`config.mk`:
```
export PLATFORM = sky130hd
export DESIGN_NAME = ex_result_buffer_flat
export DESIGN_NICKNAME = d
export VERILOG_FILES = /design/src/rtl/ex_result_buffer_if.sv /design/src/rtl/ex_result_buffer.sv /design/src/flat_wrapper.sv
export SDC_FILE = /design/constraint.sdc
export NUM_CORES = 1
export LEC_CHECK = 0
export CAP_MARGIN = 5
export CORE_MARGIN = 2
export CORE_UTILIZATION = 43
export CTS_CLUSTER_SIZE = 28
export DETAILED_ROUTE_END_ITERATION = 7
export PLACE_DENSITY = 0.74
export SLEW_MARGIN = 0
export SYNTH_ARGS = -nofsm -noshare
export SYNTH_HDL_FRONTEND = slang
export SYNTH_SLANG_ARGS = --single-unit
export TNS_END_PERCENT = 30
```
`constraint.sdc`:
```
create_clock -name clk -period 4.1 [get_ports clk]
set_clock_uncertainty 0.2 [all_clocks]
set_input_delay 0.82 -clock clk [delete_from_list [all_inputs] [get_ports clk]]
set_output_delay 0.82 -clock clk [all_outputs]
set_load 0.01 [all_outputs]
```
`src/rtl/ex_result_buffer_if.sv`:
```
// rtl/ex_result_buffer_if.sv - ALU-to-MEM/WB result handshake bundle.
// master drives ALU results in and takes the head entry out; slave is the buffer.
interface ex_result_buffer_if;
  logic        in_valid;
  logic        in_ready;
  logic [15:0] in_result;
  logic        in_z;
  logic        in_v;
  logic        in_n;
  logic [2:0]  in_dest;
  logic        in_wr_en;
  logic        in_flag_wr;
  logic        out_valid;
  logic        out_ready;
  logic [15:0] out_result;
  logic [2:0]  out_dest;
  logic        out_wr_en;

  modport master (
    output in_valid, in_result, in_z, in_v, in_n, in_dest, in_wr_en, in_flag_wr,
    output out_ready,
    input  in_ready, out_valid, out_result, out_dest, out_wr_en
  );

  modport slave (
    input  in_valid, in_result, in_z, in_v, in_n, in_dest, in_wr_en, in_flag_wr,
    input  out_ready,
    output in_ready, out_valid, out_result, out_dest, out_wr_en
  );
endinterface

```
`src/rtl/ex_result_buffer.sv`:
```
// rtl/ex_result_buffer.sv - 2-entry EX result FIFO with architectural flags and branch evaluation.
// Flush and reset discard all entries; flags survive flush but not reset.
module ex_result_buffer (
  input  logic                 clk,
  input  logic                 rst,
  ex_result_buffer_if.slave    bus,
  input  logic [2:0]           cond,
  input  logic                 flush,
  output logic [2:0]           flags,
  output logic                 br_taken,
  output logic [1:0]           occupancy
);

  logic [15:0] result_mem [2];
  logic [2:0]  dest_mem   [2];
  logic        wr_en_mem  [2];

  logic        wr_ptr;
  logic        rd_ptr;
  logic [1:0]  count;
  logic [1:0]  count_n;
  logic        push;
  logic        pop;
  logic        has_data;

  assign has_data     = (count != 2'd0);
  assign bus.in_ready = (count != 2'd2);
  assign bus.out_valid = has_data;
  assign occupancy    = count;

  assign push = bus.in_valid && bus.in_ready && !flush;
  assign pop  = has_data && bus.out_ready && !flush;

  always_comb begin
    count_n = count;
    unique case ({push, pop})
      2'b10:   count_n = count + 2'd1;
      2'b01:   count_n = count - 2'd1;
      default: count_n = count;
    endcase
  end

  always_ff @(posedge clk or posedge rst) begin
    if (rst) begin
      count  <= 2'd0;
      wr_ptr <= 1'b0;
      rd_ptr <= 1'b0;
    end else if (flush) begin
      count  <= 2'd0;
      wr_ptr <= 1'b0;
      rd_ptr <= 1'b0;
    end else begin
      count <= count_n;
      if (push) wr_ptr <= ~wr_ptr;
      if (pop)  rd_ptr <= ~rd_ptr;
    end
  end

  // Payload is plain datapath storage; validity is carried entirely by count.
  always_ff @(posedge clk) begin
    if (push) begin
      result_mem[wr_ptr] <= bus.in_result;
      dest_mem[wr_ptr]   <= bus.in_dest;
      wr_en_mem[wr_ptr]  <= bus.in_wr_en;
    end
  end

  always_ff @(posedge clk or posedge rst) begin
    if (rst) begin
      flags <= 3'b000;
    end else if (push && bus.in_flag_wr) begin
      flags <= {bus.in_z, bus.in_v, bus.in_n};
    end
  end

  // Empty buffer reads as zero so stale payload never leaks downstream.
  always_comb begin
    bus.out_result = 16'h0000;
    bus.out_dest   = 3'd0;
    bus.out_wr_en  = 1'b0;
    if (has_data) begin
      bus.out_result = result_mem[rd_ptr];
      bus.out_dest   = dest_mem[rd_ptr];
      bus.out_wr_en  = wr_en_mem[rd_ptr];
    end
  end

  logic flag_z;
  logic flag_v;
  logic flag_n;
  logic lt;

  assign flag_z = flags[2];
  assign flag_v = flags[1];
  assign flag_n = flags[0];
  assign lt     = flag_n ^ flag_v;

  always_comb begin
    br_taken = 1'b0;
    unique case (cond)
      3'b000:  br_taken = flag_z;
      3'b001:  br_taken = !flag_z;
      3'b010:  br_taken = lt;
      3'b011:  br_taken = !lt;
      3'b100:  br_taken = !flag_z && !lt;
      3'b101:  br_taken = flag_z || lt;
      3'b110:  br_taken = 1'b1;
      default: br_taken = 1'b0;
    endcase
  end

endmodule

```
`src/flat_wrapper.sv`:
```
// flat-port wrapper written by rule: the top's interface ports become plain ports
module ex_result_buffer_flat 
  (clk, rst, cond, flush, flags, br_taken, occupancy, bus_in_valid, bus_in_result, bus_in_z, bus_in_v, bus_in_n, bus_in_dest, bus_in_wr_en, bus_in_flag_wr, bus_out_ready, bus_in_ready, bus_out_valid, bus_out_result, bus_out_dest, bus_out_wr_en);
  ex_result_buffer_if bus_i ();
  input  logic clk;
  input  logic rst;
  input  logic [2:0] cond;
  input  logic flush;
  output logic [2:0] flags;
  output logic br_taken;
  output logic [1:0] occupancy;
  input wire logic [$bits(bus_i.in_valid)-1:0] bus_in_valid;
  input wire logic [$bits(bus_i.in_result)-1:0] bus_in_result;
  input wire logic [$bits(bus_i.in_z)-1:0] bus_in_z;
  input wire logic [$bits(bus_i.in_v)-1:0] bus_in_v;
  input wire logic [$bits(bus_i.in_n)-1:0] bus_in_n;
  input wire logic [$bits(bus_i.in_dest)-1:0] bus_in_dest;
  input wire logic [$bits(bus_i.in_wr_en)-1:0] bus_in_wr_en;
  input wire logic [$bits(bus_i.in_flag_wr)-1:0] bus_in_flag_wr;
  input wire logic [$bits(bus_i.out_ready)-1:0] bus_out_ready;
  output wire logic [$bits(bus_i.in_ready)-1:0] bus_in_ready;
  output wire logic [$bits(bus_i.out_valid)-1:0] bus_out_valid;
  output wire logic [$bits(bus_i.out_result)-1:0] bus_out_result;
  output wire logic [$bits(bus_i.out_dest)-1:0] bus_out_dest;
  output wire logic [$bits(bus_i.out_wr_en)-1:0] bus_out_wr_en;
  assign bus_i.in_valid = bus_in_valid;
  assign bus_i.in_result = bus_in_result;
  assign bus_i.in_z = bus_in_z;
  assign bus_i.in_v = bus_in_v;
  assign bus_i.in_n = bus_in_n;
  assign bus_i.in_dest = bus_in_dest;
  assign bus_i.in_wr_en = bus_in_wr_en;
  assign bus_i.in_flag_wr = bus_in_flag_wr;
  assign bus_i.out_ready = bus_out_ready;
  assign bus_in_ready = bus_i.in_ready;
  assign bus_out_valid = bus_i.out_valid;
  assign bus_out_result = bus_i.out_result;
  assign bus_out_dest = bus_i.out_dest;
  assign bus_out_wr_en = bus_i.out_wr_en;
  ex_result_buffer u_core (.clk(clk), .rst(rst), .bus(bus_i), .cond(cond), .flush(flush), .flags(flags), .br_taken(br_taken), .occupancy(occupancy));
endmodule
```
==> results.txt, run 1 <==
The clock period minus worst slack came out at roughly 3.6 ns. The synthesized netlist contains 29 unique library cells. The leakage power came out at 0.000953 uW. 0 antenna diodes ended up in the layout. The number of global-route vias before repair came out at approximately 1300. The cell count after synthesis came out at 132. The synthesized net count is ~160. In this run the vertical extent of the chip is roughly 70 microns. The run finished with clean final reports.

STA puts the critical path data arrival time at roughly 2.6 ns. The final cell count without fillers is 250. The worst slew slack as a fraction of its limit is 0.400. For this design the ratio of total power to cell area is roughly 380 nW/um^2.

The area overhead of the layout relative to synthesis is 38.5%. The first global-routing pass estimated 6.10 mm of wire. The deepest clock path buffer count is 2.

The synthesized design contains 47 register bits. The placed wire-length estimate came out at 2.68 mm. The min-delay analysis places its worst path in the category reg -> reg.

TritonCTS built the clock tree. In this run the most critical hold path is launched from u_core.flags[1]$_DFFE_PP0P_. The category of the worst setup path capture point is an output port.

The critical path start-end classification is in -> out. The slew at the pin closest to its max-slew limit came out at 0.901 ns. The detailed router's first-iteration violation count is 68. The die span in x is 71.7 microns. Hold repair after CTS inserted 0 buffers. The worst hold path stage count came out at 1. The hold violation count in the final report came to 0. The count of buffers from port buffering came out at between 50 and 60. The worst-path cell with the longest stage delay is sky130_fd_sc_hd__clkdlybuf4s50_1. Yosys printed 0 warnings.

The biggest area contributor in the post-synthesis netlist is sky130_fd_sc_hd__edfxtp_1. The floorplan step defined a core boundary enclosing 4380 sq um. The global router's overall resource usage is 0.156. The total setup buffers inserted after CTS came out at 0. The endpoint of the worst-slack reg-to-reg timing path is u_core.wr_en_mem[1]$_DFFE_PP_.

The count of endpoints failing setup in the final report came out at 0. After synthesis, the most frequently instantiated cells are sky130_fd_sc_hd__edfxtp_1, sky130_fd_sc_hd__nor2_1, sky130_fd_sc_hd__mux2i_1. The per-instance average area after synthesis came out at 14.9 sq um. For this run, the leading register cell type out of synthesis is sky130_fd_sc_hd__edfxtp_1. The antenna violation net count after detailed routing came out at 0. The cell that appears most often on the critical path is sky130_fd_sc_hd__clkdlybuf4s50_1.

The wire length per cell after detailed routing is 15.4 microns. The standard-cell row count came out at 24. The number of antenna violations at the first check in global routing came to 0.

The number of placed instances with taps included is 242. The via-per-instance ratio came out at between 5 and 6. Setup repair after global routing left no endpoint under its margin. Dividing the final minimum period by the clock period gives 0.879. The path with the worst hold slack has its endpoint at u_core.flags[1]$_DFFE_PP0P_. The number of DRC violations after detailed routing came out at 0. The critical path required time is 3.08 ns.

In this run the number of H-tree levels came out at 2. The maximum achievable frequency is ~0.28 GHz. The count of flip-flops with a built-in enable after synthesis is 40.

The setup TNS came out at 0 ns. The share of the synthesized area in the top cell type is 0.609. The number of cells on the worst reg-to-reg path came out at 5.

The leftover overflow at the end of global routing is 0. The clock latency at the later pin of the worst-skew pair is 0.30 ns. Traced cell by cell, the critical path runs through clkdlybuf4s50_1 > nor4bb_1 > a31o_2 > a311oi_1 > clkdlybuf4s50_1. The number of sinks driven by the clock tree came out at 47. In this run, CTS created clock tree buffers numbering 5. The share of layout cells above drive strength 1 came out at 0.111. The tree is rooted in a sky130_fd_sc_hd__clkbuf_8.

The slack of the worst reg-to-reg path came out at approximately 2.2 ns. By area the synthesized netlist is led by sky130_fd_sc_hd__edfxtp_1, sky130_fd_sc_hd__mux2i_1, sky130_fd_sc_hd__dfrtp_1. The startpoint class of the critical path is a primary input.

The most repeated cell in the gate-level netlist after synthesis is sky130_fd_sc_hd__edfxtp_1. The die area came out at 5140 sq um. The final-stage net count came out at 229.

The clock-pin slew of the registers on the worst-case setup and hold paths is around 0.080 ns. In this run the count of I/O pins placed on the die edge is 60. Routability-driven placement finished with a final weighted congestion of 0.766. The number of maximum-capacitance constraint violations came out at 0. The maximum cell stage delay along the critical path came out at 0.59 ns. The number of instances resized during post-cts repair is 0. The maximum vdd drop is 0.205 mV. Entering global routing, the biggest net connects 22 pins.

For this run, asynchronously set or reset flops after synthesis account for 0.149. The routed design has 3.85 mm of wire. The sequential share of the synthesized area is 0.698. The post-synthesis instance area came out at 1970 sq um.

The starting density of the core is 0.450. The max-slew violation count is 0. Of all nets on the critical path, the largest fanout is 5. In this run the critical register-to-register path is launched from u_core.occupancy[1]$_DFFE_PP0P_. The number of iterations in the first detailed-routing pass came out at 4. The routed layout has 1298 vias.
-- layer usage --
| metal | up-vias | GRT usage | wire length, microns | share of wire |
|---|---|---|---|---|
| met4 | 0 | 0.0440 | 21 | 0.0055 |
| met3 | 2 | 0.0549 | 250 | 0.065 |
| met1 | 630 | 0.195 | 1650 | 0.43 |
| met5 | - | 0 | 0 | 0 |
| met2 | 47 | 0.260 | 1930 | 0.50 |
| li1 | 619 | - | - | - |
-- how the worst max path moves through the flow --
| stage | start | to | slack, ns | cells after the start |
|---|---|---|---|---|
| final | cond[0] | br_taken | 0.50 | 5 |
| after global routing | cond[0] | br_taken | 0.46 | 5 |
| after CTS | cond[1] | br_taken | 0.50 | 5 |
| after detailed placement | cond[1] | br_taken | 0.50 | 5 |
| after global placement | cond[0] | br_taken | 0.60 | 5 |
| after floorplan | bus_in_valid | u_core.dest_mem[1][0]$_DFFE_PP_ | 1.07 | 2 |
-- layout by cell type (no fill, tap or decap), drive strengths merged --
cell,netlist,routed
mux2,3,3
clkinvlp,0,2
nor4bb,1,1
nor2b,2,2
buf,2,4
o21ai,2,2
clkdlybuf4s50,0,59
or2,1,1
nand2b,1,1
nor3b,2,2
nor3,1,1
dfrtp,7,7
nand4b,1,1
clkinv,0,1
nand3b,2,2
a31o,1,1
a22oi,1,1
a311oi,1,1
xor2,1,1
edfxtp,40,40
nor2,23,23
a21o,1,1
o211ai,1,1
inv,4,4
a21oi,5,5
or3,1,1
mux2i,22,22
clkbuf,3,5
xnor2,1,1
nand2,2,2
-- sequential cells by signal (all words and copies together), names as in the netlist --
register and cells:
u_core.wr_ptr 1, u_core.flags 3, u_core.dest_mem 6, u_core.wr_en_mem 2, u_core.rd_ptr 1, u_core.occupancy 2, u_core.result_mem 32
-- metrics by stage --
step | worst slack, ns | hold slack (ns) | cell area, sq um | util | total power (uW)
finish | 0.497 | 0.366 | 2730 | 0.623 | 1030
global route | 0.458 | 0.384 | 2730 | 0.623 | 1080
CTS | 0.499 | 0.364 | 2730 | 0.623 | 1040
detailed placement | 0.501 | 0.340 | 2640 | 0.602 | 771
global placement | 0.601 | 0.343 | 2640 | 0.602 | 764
floorplan | 1.07 | 0.330 | 1970 | - | 661
-- worst max-delay path: cells and delay by family --
kind	cells	cell delay [ns]
compound gates	2	0.50
buf+inv	2	1.07
simple gates	1	0.18
-- power by group --
part           total (uW)  internal, uW  switching, uW
Clock                 271           119            153
Sequential            565           544           21.2
Combinational         194           116           77.5
Total                1030           779            251
-- area by class of cell --
cell class | count | area, sq um
tap | 52 | 65.1
inverter | 4 | 15.0
sequential | 47 | 1380
multi-input combinational | 76 | 564
clock inverter | 3 | 20.0
clock buffer | 5 | 68.8
timing repair buffer | 63 | 621
fill | 341 | 1650
-- cell families (layout without fill, tap and decap cells) --
family / after synthesis / count (layout) / synth area share
AO/OA/AOI/OAI: 12 / 12 / 0.0381
AND/OR/NAND/NOR: 37 / 37 / 0.0996
XOR/XNOR: 2 / 2 / 0.00888
flip-flops: 47 / 47 / 0.698
buffers and inverters: 9 / 75 / 0.0209
multiplexers: 25 / 25 / 0.135
(Power assumes the default switching activity.)
==> inputs of run 2 (changes only) <==
--- a/config.mk
+++ b/config.mk
@@ -11,7 +11,6 @@
 export CTS_CLUSTER_SIZE = 28
 export DETAILED_ROUTE_END_ITERATION = 7
 export PLACE_DENSITY = 0.74
-export SLEW_MARGIN = 0
 export SYNTH_ARGS = -nofsm -noshare
 export SYNTH_HDL_FRONTEND = slang
 export SYNTH_SLANG_ARGS = --single-unit
==> results of run 2 <==
The final DEF is identical to that of run 1; final timing and power are the same.
==> inputs of run 3 (changes only) <==
--- a/config.mk
+++ b/config.mk
@@ -6,11 +6,13 @@
 export NUM_CORES = 1
 export LEC_CHECK = 0
 export CAP_MARGIN = 5
+export CELL_PAD_IN_SITES_DETAIL_PLACEMENT = 0
+export CELL_PAD_IN_SITES_GLOBAL_PLACEMENT = 1
 export CORE_MARGIN = 2
-export CORE_UTILIZATION = 43
+export CORE_UTILIZATION = 37
 export CTS_CLUSTER_SIZE = 28
 export DETAILED_ROUTE_END_ITERATION = 7
-export PLACE_DENSITY = 0.74
+export PLACE_DENSITY_LB_ADDON = 0.1
 export SYNTH_ARGS = -nofsm -noshare
 export SYNTH_HDL_FRONTEND = slang
 export SYNTH_SLANG_ARGS = --single-unit
==> results.txt, run 3 (synthesized netlist as in run 1, its figures left out) <==
The count of endpoints failing setup in the final report is 0. Setup repair after global routing left no endpoint under its margin. In the final layout, the registers with the most flip-flops are u_core.result_mem: 32 flops, u_core.dest_mem: 6 flops, u_core.flags: 3 flops. The placed wire-length estimate came out at 2.66 mm.

The antenna diode instance count came out at 0. The global-route met1 utilization is 0.152. The cell sitting at the root of the clock tree is a sky130_fd_sc_hd__clkbuf_8. The final-layout fill cell count came out at 474.

The area inside the core boundary came out at 5140 sq um. The worst hold path terminates at u_core.flags[0]$_DFFE_PP0P_. The most frequent cell on the critical path is sky130_fd_sc_hd__clkdlybuf4s50_1.

On the critical path, the stage with the largest delay is an instance of sky130_fd_sc_hd__clkdlybuf4s50_1. The first global-routing pass estimated approximately 6 mm of wire. In the finished design, the share of the clock period the worst path needs comes to 0.861. In this run the most critical hold path is launched from u_core.flags[0]$_DFFE_PP0P_. The final-stage net count came out at 229. The number of placed instances with taps included is 260.

Max-cap violations in this run came to 0. The final cell count without fillers came out at 268. The number of iterations in the first detailed-routing pass is 4. The endpoint identified for the worst register-to-register timing path is u_core.result_mem[1][0]$_DFFE_PP_. At the later pin of the worst-skew pair, clock insertion delay measures a little under 0.3 ns.

The routability congestion estimate from global placement is around 0.7. The longest clock path from root to sink contains 2 buffers. The number of cells on the worst reg-to-reg path is 5. The detailed router's first-iteration violation count came out at 72. The number of antenna violations at the first check in global routing is 0. The launch point of the worst reg-to-reg path is u_core.occupancy[1]$_DFFE_PP0P_. Entering global routing, the biggest net connects 21 pins. The run finished with clean final reports. The die area came out at 5930 sq um. The max-slew violation count came out at 0. The standard-cell row count came out at 26. Once the clock tree was built, the setup fixing pass inserted 0 buffers.

The proportion of power drawn by the clock network came out at 0.305. The largest fanout on the critical path is 6. The global router's overall resource usage came out at 0.133. The critical path in this run is classified as in -> out.

Along the worst hold path, the cell count comes to 1. The path class of the tightest hold or removal check is reg -> reg. The number of DRC violations after detailed routing came out at 0. For this run, the top clock speed supported by timing is 0.283 GHz. After routing, the total negative slack on setup checks comes to 0 ns. TritonCTS built the clock tree. The die span in x is just under 80 microns. For met2 alone, demand over resource in global routing was 0.230. The slew at the pin closest to its max-slew limit came out at 0.698 ns. The net load switching power is 248 uW. The hold violation count in the final report is 0. The most critical setup path has its startpoint at cond[2].

The number of instances resized during post-cts repair is 0. The number of global-route vias before repair is around 1300. The starting density of the core came out at 0.384. The worst pin sits at a relative slew slack of 0.535. The clock period minus worst slack came out at 3.53 ns. The internal power of the cells totals 841 uW. The number of clock buffers added by TritonCTS is 5. The slack of the worst reg-to-reg path is around 2.2 ns. CTS built an H-tree with a depth of 2. The total power density per cell area came out at 392 nW/um^2. After global routing the overflow that remains totals 0. In this run the tool buffered the top-level ports with 59 buffer cells.

The via-per-instance ratio is 4.72. More flip-flops sit in one register than any other, and that register is u_core.result_mem. In the global route stage, met3 resource usage came out at 0.0494.

STA classifies the critical path startpoint as a primary input. The post-layout total power is 1090 uW. The signal on the critical path passes through clkdlybuf4s50_1 > nor2b_1 > a22oi_1 > a311oi_1 > clkdlybuf4s50_1. The share of layout cells above drive strength 1 came out at 0.106.

The routed layout has 1264 vias. The number of flip-flops in the largest register came out at 32. In the layout the commonest cells are sky130_fd_sc_hd__clkdlybuf4s50_1, sky130_fd_sc_hd__edfxtp_1, sky130_fd_sc_hd__nor2_1. The antenna violation net count after detailed routing came out at 0.

At the worst endpoint, the arrival time is 2.51 ns. The area overhead of the layout relative to synthesis came out at 40.7%. The critical path required time came out at 3.08 ns. After detailed routing, the average wire length per cell comes to about 14 microns.

The leakage power is 0.000969 uW. The maximum vdd drop came out at 0.218 mV. The final setup slack of the worst path is 0.569 ns.

The chip height is 77 microns. Hold repair after CTS inserted 0 buffers. The fraction of power spent switching nets came out at 0.227. The number of sinks driven by the clock tree came out at 47. Once layout is complete, the utilization of the core stands at 0.540.

The clock-pin slew of the registers on the worst-case setup and hold paths is 0.08 ns. The pre-CTS setup slack is 0.575 ns. STA classifies the critical path endpoint as an output port. The maximum cell stage delay along the critical path is 0.58 ns. The sequential power share is 0.517. The share of total power in combinational logic is 0.179. The routed wire length came out at 3.79 mm. The commonest non-fill, non-tap cell in the layout is sky130_fd_sc_hd__clkdlybuf4s50_1. The most used routing layer in global routing is met2. The number of buffers and inverters on the critical path came out at 2. The largest delay contributor family on the critical path is buffers and inverters. The boundary pin count came out at 60.
[run 3: cell count changes in the layout (fill, tap and decap cells not counted)]
cell | before | now
sky130_fd_sc_hd__inv_6 | 0 | 1
sky130_fd_sc_hd__bufinv_16 | 0 | 1
sky130_fd_sc_hd__clkinv_1 | 0 | 1
sky130_fd_sc_hd__clkinv_2 | 1 | 0
sky130_fd_sc_hd__clkinvlp_4 | 2 | 0
[run 3: how the worst max path moves through the flow]
stage | to | slack, ns | cells past startpoint
2_1_floorplan | u_core.dest_mem[1][0]$_DFFE_PP_ | 1.07 | 2
3_3_place_gp | br_taken | 0.62 | 5
3_5_place_dp | br_taken | 0.57 | 5
4_1_cts | br_taken | 0.56 | 5
5_1_grt | br_taken | 0.39 | 5
6_report | br_taken | 0.57 | 5
[run 3: area by class of cell]
class / instances / area, sq um / share of cell area
sequential: 47 / 1380 / 0.496
clock buffer: 5 / 68.8 / 0.0248
tap: 70 / 87.6 / 0.0316
timing repair buffer: 63 / 621 / 0.224
multi-input combinational: 76 / 564 / 0.203
clock inverter: 3 / 42.5 / 0.0153
inverter: 4 / 15.0 / 0.00541
[run 3: power by group through the flow]
| stage | logic (uW) | registers, uW | clock network (uW) |
|---|---|---|---|
| 2_1_floorplan | 91.8 | 569 | 0 |
| 3_3_place_gp | 193 | 572 | 0 |
| 3_5_place_dp | 197 | 574 | 0 |
| 4_1_cts | 198 | 563 | 343 |
| 5_1_grt | 211 | 566 | 365 |
| 6_report | 195 | 563 | 332 |
[run 3: routing by layer]
| metal | up-vias | part of all wire |
|---|---|---|
| li1 | 609 | - |
| met1 | 608 | 0.40 |
| met2 | 43 | 0.53 |
| met3 | 4 | 0.068 |
| met4 | 0 | 0.0074 |
| met5 | - | 0 |
[run 3: per-stage QoR]
step / area (sq um) / hold WS (ns)
finish: 2780 / 0.367
CTS: 2780 / 0.371
detailed placement: 2660 / 0.348
floorplan: 1970 / 0.330
global route: 2780 / 0.393
global placement: 2660 / 0.341
